`src/rtl/microwave_timer_ctrl.sv`:
```
// Microwave cook-time controller: BCD M:SS keypad entry, per-second countdown,
// pause/resume/cancel handling and a completion pulse plus timed beep.
module microwave_timer_ctrl #(
  parameter int unsigned BEEP_CYCLES = 8
) (
  input  logic       clk_i,
  input  logic       rst_i,
  input  logic       key_valid_i,
  input  logic [3:0] key_digit_i,
  input  logic       start_i,
  input  logic       stop_i,
  input  logic       door_closed_i,
  input  logic       sec_tick_i,
  output logic [3:0] min_o,
  output logic [3:0] sec_tens_o,
  output logic [3:0] sec_ones_o,
  output logic       mag_on_o,
  output logic       done_o,
  output logic       beep_o,
  output logic [2:0] state_o
);

  localparam logic [2:0] StIdle  = 3'd0;
  localparam logic [2:0] StSet   = 3'd1;
  localparam logic [2:0] StCook  = 3'd2;
  localparam logic [2:0] StPause = 3'd3;
  localparam logic [2:0] StDone  = 3'd4;

  localparam int unsigned CntW = (BEEP_CYCLES > 1) ? $clog2(BEEP_CYCLES) : 1;
  localparam logic [CntW-1:0] BeepLoad = CntW'(BEEP_CYCLES - 1);

  logic [2:0]      state_q, state_d;
  logic [3:0]      min_q, min_d;
  logic [3:0]      tens_q, tens_d;
  logic [3:0]      ones_q, ones_d;
  logic            mag_on_q, mag_on_d;
  logic            done_q, done_d;
  logic            beep_q, beep_d;
  logic [CntW-1:0] beep_cnt_q, beep_cnt_d;

  logic            time_nonzero;
  logic            key_ok;
  logic [3:0]      dec_min, dec_tens, dec_ones;

  assign time_nonzero = (min_q != 4'd0) || (tens_q != 4'd0) || (ones_q != 4'd0);
  // Current ones digit moves into tens, so it must already be a legal tens value.
  assign key_ok       = (key_digit_i <= 4'd9) && (ones_q <= 4'd5);

  // BCD decrement of the displayed time with per-digit borrow.
  always_comb begin
    dec_min  = min_q;
    dec_tens = tens_q;
    dec_ones = ones_q;
    if (ones_q != 4'd0) begin
      dec_ones = ones_q - 4'd1;
    end else begin
      dec_ones = 4'd9;
      if (tens_q != 4'd0) begin
        dec_tens = tens_q - 4'd1;
      end else begin
        dec_tens = 4'd5;
        dec_min  = min_q - 4'd1;
      end
    end
  end

  // Next-state logic; the if/else chain encodes the event priority, and each
  // branch only fires when its event actually applies in the current state.
  always_comb begin
    state_d    = state_q;
    min_d      = min_q;
    tens_d     = tens_q;
    ones_d     = ones_q;
    beep_d     = beep_q;
    beep_cnt_d = beep_cnt_q;

    if (state_q == StDone) begin
      if (beep_cnt_q != '0) begin
        beep_cnt_d = beep_cnt_q - 1'b1;
      end else begin
        beep_d = 1'b0;
      end
    end

    if (!door_closed_i && (state_q == StCook)) begin
      state_d = StPause;
    end else if (stop_i && (state_q != StIdle)) begin
      state_d = StIdle;
      beep_d  = 1'b0;
      if (state_q == StCook) begin
        state_d = StPause;
      end else begin
        min_d  = 4'd0;
        tens_d = 4'd0;
        ones_d = 4'd0;
      end
    end else if (start_i && door_closed_i &&
                 (((state_q == StSet) && time_nonzero) || (state_q == StPause))) begin
      state_d = StCook;
    end else if (start_i && (state_q == StDone)) begin
      state_d = StIdle;
      beep_d  = 1'b0;
    end else if (key_valid_i && ((state_q == StIdle) || (state_q == StSet)) && key_ok) begin
      min_d   = tens_q;
      tens_d  = ones_q;
      ones_d  = key_digit_i;
      state_d = StSet;
    end else if (key_valid_i && (state_q == StDone)) begin
      state_d = StIdle;
      beep_d  = 1'b0;
    end else if (sec_tick_i && (state_q == StCook)) begin
      min_d  = dec_min;
      tens_d = dec_tens;
      ones_d = dec_ones;
      if ((dec_min == 4'd0) && (dec_tens == 4'd0) && (dec_ones == 4'd0)) begin
        state_d    = StDone;
        beep_d     = 1'b1;
        beep_cnt_d = BeepLoad;
      end
    end

    if (state_q > StDone) begin
      state_d = StIdle;
    end
  end

  // Registered outputs derived from the next state.
  always_comb begin
    mag_on_d = (state_d == StCook);
    done_d   = (state_d == StDone) && (state_q != StDone);
  end

  // State and output registers with synchronous reset.
  always_ff @(posedge clk_i) begin
    if (rst_i) begin
      state_q    <= StIdle;
      min_q      <= 4'd0;
      tens_q     <= 4'd0;
      ones_q     <= 4'd0;
      mag_on_q   <= 1'b0;
      done_q     <= 1'b0;
      beep_q     <= 1'b0;
      beep_cnt_q <= '0;
    end else begin
      state_q    <= state_d;
      min_q      <= min_d;
      tens_q     <= tens_d;
      ones_q     <= ones_d;
      mag_on_q   <= mag_on_d;
      done_q     <= done_d;
      beep_q     <= beep_d;
      beep_cnt_q <= beep_cnt_d;
    end
  end

  assign min_o      = min_q;
  assign sec_tens_o = tens_q;
  assign sec_ones_o = ones_q;
  assign mag_on_o   = mag_on_q;
  assign done_o     = done_q;
  assign beep_o     = beep_q;
  assign state_o    = state_q;

endmodule

```
`config.mk`:
```
export PLATFORM = sky130hd
export DESIGN_NAME = microwave_timer_ctrl
export DESIGN_NICKNAME = d
export VERILOG_FILES = /design/src/rtl/microwave_timer_ctrl.sv
export SDC_FILE = /design/constraint.sdc
export NUM_CORES = 1
export LEC_CHECK = 0
export CAP_MARGIN = 20
export CORE_MARGIN = 1
export CORE_UTILIZATION = 51
export CTS_CLUSTER_DIAMETER = 100
export DETAILED_ROUTE_END_ITERATION = 10
export HOLD_SLACK_MARGIN = 0.08
export PLACE_DENSITY = 0.79
export RECOVER_POWER = 50
export SLEW_MARGIN = 20
export SYNTH_ARGS = -nofsm -noshare
export SYNTH_HDL_FRONTEND = slang
export SYNTH_SLANG_ARGS = --single-unit
export TNS_END_PERCENT = 10
```
`constraint.sdc`:
```
create_clock -name clk_i -period 2.4 [get_ports clk_i]
set_input_delay 0.48 -clock clk_i [delete_from_list [all_inputs] [get_ports clk_i]]
set_output_delay 0.48 -clock clk_i [all_outputs]
set_load 0.005 [all_outputs]
```
==> Word-level counts from Yosys, hierarchy flattened <==
Index checks and enable logic that the tools add are counted.
{ "classes": {"mul": 0, "div": 0, "n_addsub": 4, "muxes": 54, "n_lt_le_gt_ge": 3, "shifts": 0, "reduce_logical": 30, "bitwise": 1, "n_eq_ne": 11} }
{ "ops": {"columns": ["operator", "count"], "rows": [
  ["2-to-1 mux 4 bit", 24],
  ["2-to-1 mux 3 bit", 19],
  ["logical AND 1 bit", 14],
  ["logical NOT 4 bit", 3],
  ["nonzero test 4 bit", 3],
  ["subtractor 4 x 1 -> 4 bit (second input constant)", 3],
  ["2-to-1 mux 1 bit", 10],
  ["== test 3 x 2 -> 1 bit (second input constant)", 3],
  ["nonzero test 3 bit", 3],
  ["== test 3 bit (second input constant)", 2],
  ["inequality test 2 bit (second input constant)", 3],
  ["inequality test 3 bit (second input constant)", 2],
  ["AND reduction 6 bit", 1],
  ["less-or-equal comparator 4 x 3 -> 1 bit (second input constant)", 1],
  ["less-or-equal comparator 4 bit (second input constant)", 1],
  ["logical OR 1 bit", 4],
  ["== test 3 x 1 -> 1 bit (second input constant)", 1],
  ["greater-than comparator 3 bit (second input constant)", 1],
  ["logical NOT 3 bit", 1],
  ["subtractor 3 x 1 -> 3 bit (second input constant)", 1],
  ["2-to-1 mux 2 bit", 1],
  ["logical NOT 1 bit", 1],
  ["NOT 1 bit", 1]
]} }
{ "totals": {"reg_bits": 21, "mem_bits_ro": 0, "mem_count": 0, "latchBits": 0, "ramBits": 0, "input_bits": 11} }

==> Logic depth before layout (Yosys ltp) <==
{ "logic_depth": {"ltp_word": 17, "mapped_depth": 10, "ltp_nobuf": 8} }

==> Least setup slack after synthesis <==
OpenSTA, ideal clock, no wires.
{ "synth_path": {"path_kind": "register to register", "from": "reg ones_q[0] (netlist: sec_ones_o[0])", "to": "reg state_q[1] (netlist: state_o[1])", "setup_slack_ns": 0.290, "t_arrival_ns": 1.995, "synth_period_minus_slack_ns": 2.110, "path_stages_with_launch": 9, "n_path_buf": 2, "t_required_ns": 2.285, "path_cell_list": "dfxtp_1 buf_6 or3_1 buf_2 nor3_4 a41oi_1 a311oi_2 o21ai_1 and2_1"} }
{ "synth_via": {"elab_chain_cells": 14, "word_cells_on_any_way": 26} }
{ "synth_lines": {"columns": ["item", "line_no", "text"], "rows": [
  ["start, declared", "35", "logic [3:0] ones_q, ones_d;"],
  ["start signal, assigned", "148", "ones_q <= ones_d;"],
  ["parallel branches: the longest is 10 deep, another holds subtractor 4 x 1 -> 4 bit", null, null],
  ["2-to-1 mux 3 bit *", "97", "end else if (start_i && door_closed_i &&"],
  ["2-to-1 mux 3 bit *", "87", "end else if (stop_i && (state_q != StIdle)) begin"],
  ["2-to-1 mux 3 bit *", "85", "if (!door_closed_i && (state_q == StCook)) begin"],
  ["2-to-1 mux 3 bit *", "122", "if (state_q > StDone) begin"],
  ["end signal, assigned", "136", "state_q <= StIdle;"],
  ["end signal, assigned", "145", "state_q <= state_d;"],
  ["end, declared", "32", "logic [2:0] state_q, state_d;"]
]} }
Mark *: on every way between the ends.
A chain may end at the register's enable or synchronous reset.

==> Final worst setup path <==
{ "layout_path": {"from": "reg min_q[0] (netlist: min_o[0])", "to": "reg ones_q[1] (netlist: sec_ones_o[1])"} }
{ "layout_via": {"elab_chain_cells": 8} }
{ "layout_lines": {"columns": ["item", "line_no", "text"], "rows": [
  ["start, declared", "33", "logic [3:0] min_q, min_d;"],
  ["start signal, assigned", "146", "min_q <= min_d;"],
  ["nonzero test 4 bit", "45", "assign time_nonzero = (min_q != 4'd0) || (tens_q != 4'd0) || (ones_q != 4'd0);"],
  ["logical OR 1 bit (2 in series)", "45", null],
  ["logical AND 1 bit", "98", "(((state_q == StSet) && time_nonzero) || (state_q == StPause))) begin"],
  ["logical OR 1 bit", "98", null],
  ["logical AND 1 bit", "97", null],
  ["inequality test 2 bit (no line)", null, null],
  ["AND reduction 6 bit (no line)", null, null]
]} }
Every way passes these cells.

==> impl_metrics.json <==
{
  "outcome": "complete, no violations",
  "critPathCaptureType": "flip-flop",
  "slew_headroom": 0.502,
  "die_width_um": 54.6,
  "rows": 18,
  "switching_power_mw": 0.954,
  "combPwrFrac": 0.660,
  "rsz0062_at_grt": "false",
  "initial_core_util": 0.554,
  "antenna_found_initial": 0,
  "dr.max_layer_used": "met4",
  "pwr-share-clk": 0.088,
  "p_leak_nw": 0.740,
  "ys.flop_type": "dfxtp_1",
  "fin_cells": 240,
  "place_ws_ns": 0.0252,
  "worstPathArrival_ns": 2.48,
  "synth-edff-count": 0,
  "pin_count": 29,
  "avgSynthCellArea_um2": 7.97,
  "crit_start": "min_o[0]",
  "met1_length_um": 1660,
  "worst_pin_slew_ns": 0.741,
  "slowest_stage": "or4b_1",
  "wl_met3_um": 228,
  "grt_pass1_wl_um": 6040,
  "ys_types": 47,
  "die_h_um": 54.6,
  "viasPerCell": 6.28,
  "yosysSeqAreaShare": 0.298,
  "core_area_um2": 2540,
  "finalCritPeriodShare": 0.934,
  "critPathKind": "reg -> reg",
  "met2_length_um": 1900,
  "placed_cells": 236,
  "overflow": 0,
  "vdd_drop_max_mv": 0.842,
  "cts_buffer_depth": 2,
  "clock_latency_ns": 0.32,
  "ant_nets": 0,
  "cp-start-kind": "flip-flop",
  "cts_tree": "done",
  "fin_nets": 227,
  "grtUsageTotal": 0.286,
  "hold_depth": 2,
  "ys_async_sr_fraction": 0,
  "slew_viol_final": 0,
  "synth_nets": 193,
  "fmax_ghz": 0.446,
  "first_iter_violations": 71,
  "crit_required_ns": 2.64,
  "whs_ns": 0.491,
  "port_buffers": 28,
  "crit_path_max_incr_delay_ns": 0.49,
  "h-tree-depth": 1,
  "diodes": 0,
  "clkTransAtPathRegs_ns": 0.12,
  "area_growth_syn_to_layout_pct": 25.6,
  "die_area_um2": 2980,
  "drive_gt1_frac": 0.0810,
  "tns_ns": 0,
  "drc": 0,
  "final_core_utilization": 0.696,
  "hold_viol": 0,
  "drv_cap": 0,
  "cts_hold_buffers": 0,
  "worstPathCellList": "inv_1, ha_1, or4b_1, nor4_4, o22ai_1, a21o_1, buf_12, o41ai_2",
  "layout_setup_ws_ns": 0.159,
  "period_minus_slack_ns": 2.24,
  "grt_max_degree": 20,
  "drtPass1Iterations": 4,
  "dp_hpwl_um": 2820,
  "hold_path_class": "reg -> reg",
  "finClkSkew_ns": 0.00972,
  "num_vias": 1506,
  "p_int_mw": 1.12,
  "synth_cells": 177,
  "r2r-start": "min_o[0]",
  "syn_area_um2": 1410,
  "numCtsBuffers": 3,
  "routed_wirelength_um": 3860,
  "clkSinkCount": 21,
  "clockRootBuffer": "clkbuf_4",
  "power_density_nw_per_um2": 1170,
  "cp_max_fo": 19,
  "min-delay-start": "beep_o",
  "p_sw_frac": 0.460,
  "grt_pass1_vias": 1344,
  "wl_per_cell_um": 16.1,
  "synth_seq_cells": 21,
  "gp_congestion": 0.869,
  "setup-violations-final": 0,
  "post_cts_buffers": 0,
  "power_frac_seq": 0.253,
  "rr_worst_depth": 8,
  "cts-resized-gates": 0,
  "yosysWarningCount": 0
}
Yosys cell counts, types with 2 or more instances:
library cell	number	area [µm²]
nor3_1	7	35.0
and3_1	2	12.5
clkbuf_1	2	7.51
a22o_1	2	17.5
o32ai_1	2	17.5
o41ai_2	3	48.8
o21ai_0	10	50.1
and2_1	3	18.8
a21oi_1	12	60.1
or3_1	3	18.8
a211oi_1	2	15.0
buf_6	3	33.8
nand2_1	10	37.5
xnor2_1	5	43.8
buf_2	4	20.0
nor2_1	27	101
inv_1	9	33.8
buf_1	2	7.51
o31ai_1	5	37.5
ha_1	5	62.6
nand4b_1	3	26.3
nand3_1	11	55.1
dfxtp_1	21	420
layout make-up:
| cell class | instances | area (µm²) |
|---|---|---|
| well taps | 30 | 37.5 |
| clock buffers | 4 | 26.3 |
| repair buffers | 40 | 365 |
| flip-flops and latches | 21 | 420 |
| multi-input cells | 136 | 887 |
| fillers | 226 | 774 |
| inverters | 9 | 33.8 |
logic make-up after synthesis:
| kind of cell | Yosys count | share of synthesized area |
|---|---|---|
| and+or+nand+nor | 76 | 0.290 |
| AOI/OAI and AO/OA | 48 | 0.250 |
| DFF | 21 | 0.298 |
| buffers and inverters | 20 | 0.0728 |
| xor gates and xnor gates | 6 | 0.0373 |
| adders and majority gates | 5 | 0.0444 |
| muxes | 1 | 0.00710 |
per-layer routing:
metal	up-vias	track usage
met2	70	0.472
met5	-	0
met3	9	0.0472
met4	0	0.128
met1	712	0.361
li1	715	-
critical path, delay by kind of cell (launching register included):
kind / cells / cell delay [ns]
flops: 1 / 0.38
simple gates: 2 / 0.67
buf+inv: 2 / 0.27
fa+ha+maj: 1 / 0.15
compound gates: 3 / 0.69
cells in the final DEF, fill, tap and decap left out, types with 6 or more instances in the layout:
cell             instances
dfxtp_1                 21
buf_4                    6
nor3_1                   7
a21oi_1                 12
nand2_1                 10
o21ai_0                 10
nor2_1                  27
nand3_1                 11
clkdlybuf4s50_1         14
inv_1                    9
dlygate4sd3_1           14
sequential cells by signal, indices dropped and copies added, names as in the netlist:
name and count:
mag_on_o 1, sec_ones_o 4, beep_o 1, sec_tens_o 4, min_o 4, beep_cnt_q 3
state_o 3, done_o 1
per-stage QoR:
| step | total power [mW] | instance area (µm²) |
|---|---|---|
| after floorplan | 1.47 | 1410 |
| after global routing | 2.22 | 1770 |
| after CTS | 2.11 | 1790 |
| after detailed placement | 1.92 | 1760 |
| after global placement | 1.85 | 1760 |
| final | 2.07 | 1770 |
path summary, 6_finish.rpt:
check,endpoint,slack [ns]
worst max-delay path,sec_ones_o[1],0.16
worst min-delay path,beep_o,0.49
worst max register to register,sec_ones_o[1],0.16
worst min register to register,beep_o,0.49
power groups by stage:
stage	Combinational [mW]	Clock, mW	Sequential, mW
2_1_floorplan	0.953	0	0.521
3_3_place_gp	1.32	0	0.527
3_5_place_dp	1.39	0	0.533
4_1_cts	1.40	0.190	0.524
5_1_grt	1.48	0.197	0.537
6_report	1.37	0.181	0.524
(Power assumes the default switching activity.)
